**src/rtl/mux_arb_pkg.sv**
```systemverilog
// Shared types and defaults for the two-source round-robin arbiter.
package mux_arb_pkg;

  // Identifies which requester a beat came from.
  typedef enum logic {
    SRC_A = 1'b0,
    SRC_B = 1'b1
  } src_e;

  // Channel ownership: nobody, source A, or source B.
  typedef enum logic [1:0] {
    IDLE  = 2'd0,
    OWN_A = 2'd1,
    OWN_B = 2'd2
  } arb_state_e;

  localparam int DATA_W_DEF = 8;

endpackage

```
**src/rtl/arb_data_mux.sv**
```systemverilog
// DATA_W-wide 2:1 payload select steered by the arbiter grant.
module arb_data_mux
  import mux_arb_pkg::*;
#(
  parameter int DATA_W = DATA_W_DEF
) (
  input  src_e              sel_i,
  input  logic [DATA_W-1:0] a_data_i,
  input  logic [DATA_W-1:0] b_data_i,
  output logic [DATA_W-1:0] y_data_o
);

  // Pass through the payload of whichever source currently holds the grant.
  always_comb begin
    y_data_o = (sel_i == SRC_B) ? b_data_i : a_data_i;
  end

endmodule

```
**src/rtl/mux_arbiter2.sv**
```systemverilog
// Round-robin arbiter sharing one registered output channel between sources
// A and B, with a burst limit that bounds how long one owner can hold it.
module mux_arbiter2
  import mux_arb_pkg::*;
#(
  parameter int DATA_W    = DATA_W_DEF,
  parameter int MAX_BURST = 4
) (
  input  logic              clk_i,
  input  logic              rst_ni,
  input  logic              a_valid_i,
  input  logic [DATA_W-1:0] a_data_i,
  output logic              a_ready_o,
  input  logic              b_valid_i,
  input  logic [DATA_W-1:0] b_data_i,
  output logic              b_ready_o,
  output logic              y_valid_o,
  output logic [DATA_W-1:0] y_data_o,
  output logic              y_src_o,
  input  logic              y_ready_i
);

  localparam int              CNT_W   = $clog2(MAX_BURST + 1);
  localparam logic [CNT_W-1:0] MAX_CNT = CNT_W'(MAX_BURST);

  arb_state_e        r_state;
  arb_state_e        w_stateNext;
  logic [CNT_W-1:0]  r_beatCnt;
  logic [CNT_W-1:0]  w_beatCntNext;
  src_e              r_lastSrc;
  logic              r_yValid;
  logic [DATA_W-1:0] r_yData;
  src_e              r_ySrc;

  logic              w_loadEn;
  logic              w_ownerValid;
  logic              w_otherValid;
  src_e              w_ownerSrc;
  logic              w_gntValid;
  src_e              w_gntSrc;
  logic              w_accept;
  logic [DATA_W-1:0] w_muxData;

  // The output register can take a new beat when empty or draining this cycle.
  assign w_loadEn = !r_yValid || y_ready_i;
  assign w_accept = w_gntValid && w_loadEn;

  // Readies are held low while reset is asserted, independent of the grant.
  assign a_ready_o = rst_ni && w_gntValid && (w_gntSrc == SRC_A) && w_loadEn;
  assign b_ready_o = rst_ni && w_gntValid && (w_gntSrc == SRC_B) && w_loadEn;

  assign y_valid_o = r_yValid;
  assign y_data_o  = r_yData;
  assign y_src_o   = r_ySrc;

  arb_data_mux #(
    .DATA_W (DATA_W)
  ) u_dataMux (
    .sel_i    (w_gntSrc),
    .a_data_i (a_data_i),
    .b_data_i (b_data_i),
    .y_data_o (w_muxData)
  );

  // Grant: keep the owner until its burst is spent (unless the other side is idle), then round-robin.
  always_comb begin
    w_ownerValid = 1'b0;
    w_otherValid = 1'b0;
    w_ownerSrc   = SRC_A;
    w_gntValid   = 1'b0;
    w_gntSrc     = SRC_A;
    case (r_state)
      OWN_A: begin
        w_ownerValid = a_valid_i;
        w_otherValid = b_valid_i;
        w_ownerSrc   = SRC_A;
      end
      OWN_B: begin
        w_ownerValid = b_valid_i;
        w_otherValid = a_valid_i;
        w_ownerSrc   = SRC_B;
      end
      default: begin
      end
    endcase
    if ((r_state != IDLE) && w_ownerValid && ((r_beatCnt < MAX_CNT) || !w_otherValid)) begin
      w_gntValid = 1'b1;
      w_gntSrc   = w_ownerSrc;
    end else if (a_valid_i && b_valid_i) begin
      w_gntValid = 1'b1;
      w_gntSrc   = (r_lastSrc == SRC_A) ? SRC_B : SRC_A;
    end else if (a_valid_i) begin
      w_gntValid = 1'b1;
      w_gntSrc   = SRC_A;
    end else if (b_valid_i) begin
      w_gntValid = 1'b1;
      w_gntSrc   = SRC_B;
    end
  end

  // Ownership and burst counting: count on by the owner, restart at 1 on a switch, clear when the owner leaves.
  always_comb begin
    w_stateNext   = r_state;
    w_beatCntNext = r_beatCnt;
    if (w_accept) begin
      if (((w_gntSrc == SRC_A) && (r_state == OWN_A)) ||
          ((w_gntSrc == SRC_B) && (r_state == OWN_B))) begin
        w_beatCntNext = (r_beatCnt == MAX_CNT) ? MAX_CNT : r_beatCnt + CNT_W'(1);
      end else begin
        w_stateNext   = (w_gntSrc == SRC_A) ? OWN_A : OWN_B;
        w_beatCntNext = CNT_W'(1);
      end
    end else if ((r_state != IDLE) && !w_ownerValid) begin
      w_stateNext   = IDLE;
      w_beatCntNext = '0;
    end
  end

  // Ownership state, burst counter and round-robin pointer.
  always_ff @(posedge clk_i or negedge rst_ni) begin
    if (!rst_ni) begin
      r_state   <= IDLE;
      r_beatCnt <= '0;
      r_lastSrc <= SRC_B;
    end else begin
      r_state   <= w_stateNext;
      r_beatCnt <= w_beatCntNext;
      if (w_accept) begin
        r_lastSrc <= w_gntSrc;
      end
    end
  end

  // One-entry output register: load on accept, otherwise empty when the sink takes the beat.
  always_ff @(posedge clk_i or negedge rst_ni) begin
    if (!rst_ni) begin
      r_yValid <= 1'b0;
      r_yData  <= '0;
      r_ySrc   <= SRC_A;
    end else if (w_accept) begin
      r_yValid <= 1'b1;
      r_yData  <= w_muxData;
      r_ySrc   <= w_gntSrc;
    end else if (y_ready_i) begin
      r_yValid <= 1'b0;
    end
  end

endmodule

```
**config.mk**
```make
export PLATFORM = sky130hd
export DESIGN_NAME = mux_arbiter2
export DESIGN_NICKNAME = d
export VERILOG_FILES = /design/src/rtl/mux_arb_pkg.sv /design/src/rtl/arb_data_mux.sv /design/src/rtl/mux_arbiter2.sv
export SDC_FILE = /design/constraint.sdc
export NUM_CORES = 1
export LEC_CHECK = 0
export ABC_CLOCK_PERIOD_IN_PS = 4950
export BUFFER_PORTS_ARGS = -buffer_cell sky130_fd_sc_hd__buf_2
export CAP_MARGIN = 10
export CELL_PAD_IN_SITES_DETAIL_PLACEMENT = 2
export CELL_PAD_IN_SITES_GLOBAL_PLACEMENT = 2
export CORE_MARGIN = 1
export CORE_UTILIZATION = 30
export CTS_CLUSTER_DIAMETER = 150
export DETAILED_ROUTE_END_ITERATION = 8
export PLACE_DENSITY_LB_ADDON = 0.2
export SLEW_MARGIN = 20
export SYNTH_ARGS = -nofsm -noshare
export SYNTH_HDL_FRONTEND = slang
export SYNTH_SLANG_ARGS = --single-unit
```
**constraint.sdc**
```tcl
create_clock -name clk_i -period 4.95 [get_ports clk_i]
set_input_delay 0.7425 -clock clk_i [delete_from_list [all_inputs] [get_ports clk_i]]
set_output_delay 0.7425 -clock clk_i [all_outputs]
set_load 0.05 [all_outputs]
```
# After elaboration in Yosys (flattened, before gate mapping)
# Index checks and enable logic that the tools add are counted.
# word_totals
in_bits,21
register_bits,16
output_inout_bits,12
elab_cells,57
# classes
reduce_logical,22
n_eq_ne,4
bitwise_logic,1
addsub,1
n_lt_le_gt_ge,1
mux,22
# op_table
op,count
$logic_and A1 B1 Y1,12
$mux W3,4
$mux W1,11
$mux W2,4
$mux W8,1
$reduce_bool A2 Y1,3
$pmux W1 S2,2
$add A3 B1 Y3 const B,1
$eq A3 B3 Y1 const B,1
$logic_not A1 Y1,3
$logic_or A1 B1 Y1,3
$lt A3 B3 Y1 const B,1
$eq A2 B1 Y1 const B,1
$eq A2 B2 Y1 const B,1
$ne A2 B2 Y1 const B,1
$reduce_and A2 Y1,1
$not A1 Y1,1

# Depth between registers and ports, before layout
# depth
word_depth,11
depth_mapped,7
mapped_depth_nobuf,6

# Hierarchy
# Synthesis repeated with hierarchy kept, for this count alone.
# hier_totals
cells_unflattened,101
hier_area_um2,1002.2
# modules_own_cells
module,n_inst,seq_area_each_um2,area_per_inst_um2,cells_per_inst
mux_arbiter2,1,401.6,870.8,92
arb_data_mux,1,0.0,131.4,9

# Worst setup path after synthesis
# OpenSTA, ideal clock, no wires.
# synth_path
path_kind,input -> output
from,input port b_valid_i
to,output port b_ready_o
t_required_ns,4.208
slack_ns,1.902
stages,4
n_path_buf,0
arrival_ns,2.305
path_cell_list,a22o_1 a2111o_1 mux2i_1 nor2_1
# synth_between
elab_chain_len,8
word_cells_on_any_way,17
cone_classes,9 x mux; 8 x reduce/logical
# synth_rtl
item,line,rtl
from (decl),mux_arbiter2.sv:14,"input logic b_valid_i,"
$pmux W1 S2,mux_arbiter2.sv:72,case (r_state)
$logic_not A1 Y1,mux_arbiter2.sv:86,if ((r_state != IDLE) && w_ownerValid && ((r_beatCnt < MAX_CNT) || !w_otherValid)) begin
$logic_or A1 B1 Y1,mux_arbiter2.sv:86,
$logic_and A1 B1 Y1,mux_arbiter2.sv:86,
$mux W1,mux_arbiter2.sv:86,
$logic_and A1 B1 Y1,mux_arbiter2.sv:50,assign b_ready_o = rst_ni && w_gntValid && (w_gntSrc == SRC_B) && w_loadEn;
$logic_and A1 B1 Y1 (*) (2 in a row),mux_arbiter2.sv:50,
to (decl),mux_arbiter2.sv:16,"output logic b_ready_o,"
# Mark *: on every way between the ends. The rest lies on a longest branch, timed or not.

# Worst setup path in the final report
# layout_path
from,register r_state[0]
to,output port a_ready_o
# layout_between
elab_chain_len,9
word_cells_on_any_way,16
cone_classes,2 x eq/ne; 5 x mux; 1 x bitwise; 8 x reduce/logical
# layout_rtl
item,line,rtl
from (decl),mux_arbiter2.sv:26,arb_state_e r_state;
from (signal assigned),mux_arbiter2.sv:126,r_state <= w_stateNext;
$eq A2 B2 Y1 or $eq A2 B1 Y1 (tied branches),mux_arbiter2.sv:72,
$pmux W1 S2,mux_arbiter2.sv:72,
$logic_not A1 Y1,mux_arbiter2.sv:86,
$logic_or A1 B1 Y1,mux_arbiter2.sv:86,
$logic_and A1 B1 Y1,mux_arbiter2.sv:86,
$mux W1,mux_arbiter2.sv:86,
$logic_and A1 B1 Y1 or $not A1 Y1 (tied branches),n/a,
$logic_and A1 B1 Y1 (*) (2 in a row),mux_arbiter2.sv:49,assign a_ready_o = rst_ni && w_gntValid && (w_gntSrc == SRC_A) && w_loadEn;
to (decl),mux_arbiter2.sv:13,"output logic a_ready_o,"
# Marks and branches as above.

==> metrics.txt <==
# TYPE chip_impl_metric gauge
chip_impl_metric{name="postLayoutCellArea",unit="sq um"} 1200
chip_impl_info{name="min-delay-path-class",value="input pin to asynchronous set/reset pin"} 1
chip_impl_metric{name="crit_path_max_fanout",unit=""} 8
chip_impl_metric{name="clock_insertion_delay_worst_skew",unit="ns"} 0.28
chip_impl_info{name="status",value="completed"} 1
chip_impl_metric{name="grt_first_pass_wirelength",unit="microns"} 4440
chip_impl_metric{name="finish_stage_setup_viols",unit=""} 0
chip_impl_info{name="postSynth.topFlopCell",value="sky130_fd_sc_hd__dfrtp_1"} 1
chip_impl_metric{name="fin_nets",unit=""} 155
chip_impl_metric{name="worst-slew-pin-transition",unit="ns"} 0.735
chip_impl_metric{name="timing_hold_violations_final",unit=""} 0
chip_impl_metric{name="groute.usage.overall",unit="%"} 17.1
chip_impl_metric{name="residual_drc",unit=""} 0
chip_impl_metric{name="globalRouteOverflowTotal",unit=""} 0
chip_impl_metric{name="finalSetupTns",unit="ns"} 0
chip_impl_metric{name="port-buffer-count",unit=""} 32
chip_impl_metric{name="power.share.switching",unit="%"} 46.5
chip_impl_metric{name="worst_ep_arrival_time",unit="ns"} 2.55
chip_impl_metric{name="wl_met3",unit="microns"} 62
chip_impl_metric{name="dp.final_hpwl",unit="microns"} 2000
chip_impl_info{name="synth_top_cells_by_area",value="sky130_fd_sc_hd__dfrtp_1 39%, sky130_fd_sc_hd__a221o_1 8.3%, sky130_fd_sc_hd__ha_1 6.5%, sky130_fd_sc_hd__and2_1 5.8%, sky130_fd_sc_hd__mux2i_1 3.1%"} 1
chip_impl_metric{name="route.final.wire_length",unit="microns"} 2610
chip_impl_metric{name="postCtsSetupRepairBufs",unit=""} 0
chip_impl_metric{name="dpl-instance-area",unit="sq um"} 1160
chip_impl_metric{name="cts.hold.buffers_added",unit=""} 0
chip_impl_metric{name="grt_antenna_before_repair",unit=""} 0
chip_impl_info{name="post-synth-top-area-cell",value="sky130_fd_sc_hd__dfrtp_1"} 1
chip_impl_info{name="regToRegStartpoint",value="r_state[0]"} 1
chip_impl_metric{name="static_power_due_to_leakage",unit="nW"} 0.566
chip_impl_metric{name="floorplan.core_area",unit="sq um"} 3050
chip_impl_metric{name="max-vdd-ir-drop",unit="mV"} 0.150
chip_impl_metric{name="grt_pass1_vias",unit=""} 906
chip_impl_metric{name="number_of_flops_mapped_to_enable_cells_by_yosys",unit=""} 0
chip_impl_metric{name="tritoncts.num_buffers",unit=""} 3
chip_impl_info{name="dr.max_layer_used",value="met4"} 1
chip_impl_metric{name="routed_via_density",unit=""} 5.02
chip_impl_metric{name="fmax",unit="GHz"} 0.304
chip_impl_metric{name="netlist-cell-type-count",unit=""} 32
chip_impl_metric{name="total_power",unit="mW"} 0.581
chip_impl_metric{name="cts.htree.levels",unit=""} 1
chip_impl_metric{name="max_cap_viol_count",unit=""} 0
chip_impl_metric{name="async_sr_flop_fraction",unit="%"} 100
chip_impl_metric{name="synth_cells",unit=""} 94
chip_impl_metric{name="syn_std_cell_area",unit="sq um"} 965
chip_impl_info{name="timing.setup.critical_path_class",value="flop to output pin"} 1
chip_impl_metric{name="min_period_over_period",unit="%"} 66.5
chip_impl_metric{name="synth.avg_cell_area",unit="sq um"} 10.3
chip_impl_info{name="timing.critical_path.from",value="r_state[0]"} 1
chip_impl_metric{name="drive_above_1_share",unit="%"} 32.0
chip_impl_metric{name="avgRoutedWirePerCell",unit="microns"} 15.2
chip_impl_metric{name="area_growth_syn_to_layout",unit="%"} 24.5
chip_impl_metric{name="synth_nets",unit=""} 120
chip_impl_metric{name="clock_tree.buffer_depth",unit=""} 2
chip_impl_info{name="grt_setup_unrepaired",value="false"} 1
chip_impl_info{name="tritoncts_clock_tree",value="built"} 1
chip_impl_metric{name="netlist.area_leader.share",unit="%"} 38.9
chip_impl_metric{name="diodes",unit=""} 0
chip_impl_info{name="cp-start-kind",value="flop"} 1
chip_impl_metric{name="dieWidth",unit="microns"} 58.7
chip_impl_metric{name="wl_met1",unit="microns"} 1200
chip_impl_metric{name="postSynthRegisterBits",unit=""} 16
chip_impl_metric{name="drtAntennaViolNets",unit=""} 0
chip_impl_metric{name="minimum_clock_period_after_layout",unit="ns"} 3.29
chip_impl_metric{name="pwr-share-seq",unit="%"} 33.2
chip_impl_metric{name="power_report.internal_total",unit="mW"} 0.311
chip_impl_metric{name="met2_length",unit="microns"} 1330
chip_impl_metric{name="design.portCount",unit=""} 33
chip_impl_metric{name="routed-via-count",unit=""} 864
chip_impl_metric{name="total_switching_power",unit="mW"} 0.270
chip_impl_metric{name="grt_max_degree",unit=""} 19
chip_impl_metric{name="share_of_total_power_in_combinational_logic",unit="%"} 51.6
chip_impl_metric{name="timing.clock.skew",unit="ns"} 0.00613
chip_impl_metric{name="required",unit="ns"} 4.21
chip_impl_info{name="setup.worst_path.end_class",value="output pin"} 1
chip_impl_info{name="cts-root-buf",value="sky130_fd_sc_hd__clkbuf_4"} 1
chip_impl_metric{name="dr.first_iter.drc_count",unit=""} 22
chip_impl_metric{name="initial_utilization",unit="%"} 31.6
chip_impl_metric{name="clkTransAtPathRegs",unit="ns"} 0.10
chip_impl_metric{name="worst_rel_slew_slack",unit="%"} 50.6
chip_impl_metric{name="power_density",unit="nW/um^2"} 484
chip_impl_metric{name="p_clk_share",unit="%"} 15.2
chip_impl_metric{name="yosysWarningCount",unit=""} 0
chip_impl_metric{name="cts_repair_resizes",unit=""} 0
chip_impl_metric{name="globalplace.congestion",unit=""} 0.718
chip_impl_metric{name="seq_area_frac_synth",unit="%"} 41.6
chip_impl_metric{name="final_max_slew_viol_count",unit=""} 0
chip_impl_metric{name="first_pass_iters",unit=""} 4
chip_impl_metric{name="clock-sinks",unit=""} 16
chip_impl_metric{name="worst_r2r_path_depth",unit=""} 6
chip_impl_metric{name="die_height",unit="microns"} 58.7
chip_impl_metric{name="core.rowCount",unit=""} 20
chip_impl_metric{name="die-area",unit="sq um"} 3450
## state kept, by name, summed over array words and instances (netlist names)
signal     count
y_data_o       8
r_lastSrc      1
y_valid_o      1
y_src_o        1
r_state        2
r_beatCnt      3
## cells in the mapped netlist (2+ instances only)
| master | instances |
|---|---|
| sky130_fd_sc_hd__a221o_1 | 8 |
| sky130_fd_sc_hd__a22oi_1 | 2 |
| sky130_fd_sc_hd__and2_1 | 9 |
| sky130_fd_sc_hd__and3_1 | 2 |
| sky130_fd_sc_hd__dfrtp_1 | 15 |
| sky130_fd_sc_hd__ha_1 | 5 |
| sky130_fd_sc_hd__inv_1 | 5 |
| sky130_fd_sc_hd__mux2_2 | 2 |
| sky130_fd_sc_hd__mux2i_1 | 3 |
| sky130_fd_sc_hd__nand2_1 | 7 |
| sky130_fd_sc_hd__nand2b_1 | 2 |
| sky130_fd_sc_hd__nand3_1 | 4 |
| sky130_fd_sc_hd__nor2_1 | 8 |
| sky130_fd_sc_hd__o211ai_1 | 2 |
| sky130_fd_sc_hd__o21ai_0 | 2 |
| sky130_fd_sc_hd__o2bb2ai_1 | 2 |
## per-stage QoR
step	hold slack [ns]	util, %	worst slack, ns	instances
2_1_floorplan	0.447	-	1.90	94
3_3_place_gp	0.478	38.2	1.92	168
3_5_place_dp	0.508	38.2	1.89	168
4_1_cts	0.377	39.3	1.64	172
5_1_grt	0.375	39.3	1.47	172
6_report	0.358	39.3	1.66	172
## layer usage
layer  vias up  track usage (%)
met2        13             28.9
met4         0             4.08
met5         -                0
li1        423                -
met1       426             23.1
met3         2             2.64
## worst max-delay path, cell delays in order, from the launching register on
cell and delay, ns:
sky130_fd_sc_hd__dfrtp_1 0.43, sky130_fd_sc_hd__inv_1 0.09, sky130_fd_sc_hd__ha_1 0.34, sky130_fd_sc_hd__a22oi_1 0.20, sky130_fd_sc_hd__a2111o_1 0.54, sky130_fd_sc_hd__mux2i_1 0.22, sky130_fd_sc_hd__and3_1 0.18, sky130_fd_sc_hd__buf_2 0.26
## layout by cell type, fill, tap and decap left out, types with 3 or more instances in the layout
cell type / n
sky130_fd_sc_hd__buf_2: 32
sky130_fd_sc_hd__dfrtp_1: 15
sky130_fd_sc_hd__and2_1: 9
sky130_fd_sc_hd__nor2_1: 8
sky130_fd_sc_hd__a221o_1: 8
sky130_fd_sc_hd__nand2_1: 7
sky130_fd_sc_hd__inv_1: 5
sky130_fd_sc_hd__ha_1: 5
sky130_fd_sc_hd__nand3_1: 4
sky130_fd_sc_hd__mux2i_1: 3
sky130_fd_sc_hd__clkbuf_4: 3
## area by class of cell
cell class	instances	area, sq um
clock buffers	4	36.3
fillers	359	1850
inverters	5	18.8
multi-input cells	71	529
flip-flops and latches	16	402
well taps	44	55.1
repair buffers	32	160
## power groups by stage
stage	combinational (mW)	clock, mW	sequential (mW)
after floorplan	0.165	0	0.258
after global placement	0.292	0	0.194
after detailed placement	0.300	0	0.195
after CTS	0.303	0.0913	0.193
after global routing	0.333	0.0987	0.198
final	0.300	0.0885	0.193
## cells by family after synthesis
group | after synthesis | share of synthesized area [%]
AO/OA/AOI/OAI | 25 | 23.9
adder cells (fa/ha/maj) | 5 | 6.49
multiplexers | 5 | 5.45
buffers and inverters | 7 | 3.50
AND/OR/NAND/NOR | 36 | 19.1
flip-flops | 16 | 41.6
## final timing paths
kind | end | slack [ns]
min in group clk_i | y_src_o | 0.52
worst max-delay path | a_ready_o | 1.66
worst max register to register | y_data_o[5] | 2.40
worst min-delay path | y_src_o | 0.36
max in group asynchronous | r_lastSrc | 4.28
worst min register to register | y_src_o | 0.52
Power figures use the tool's default switching activity.
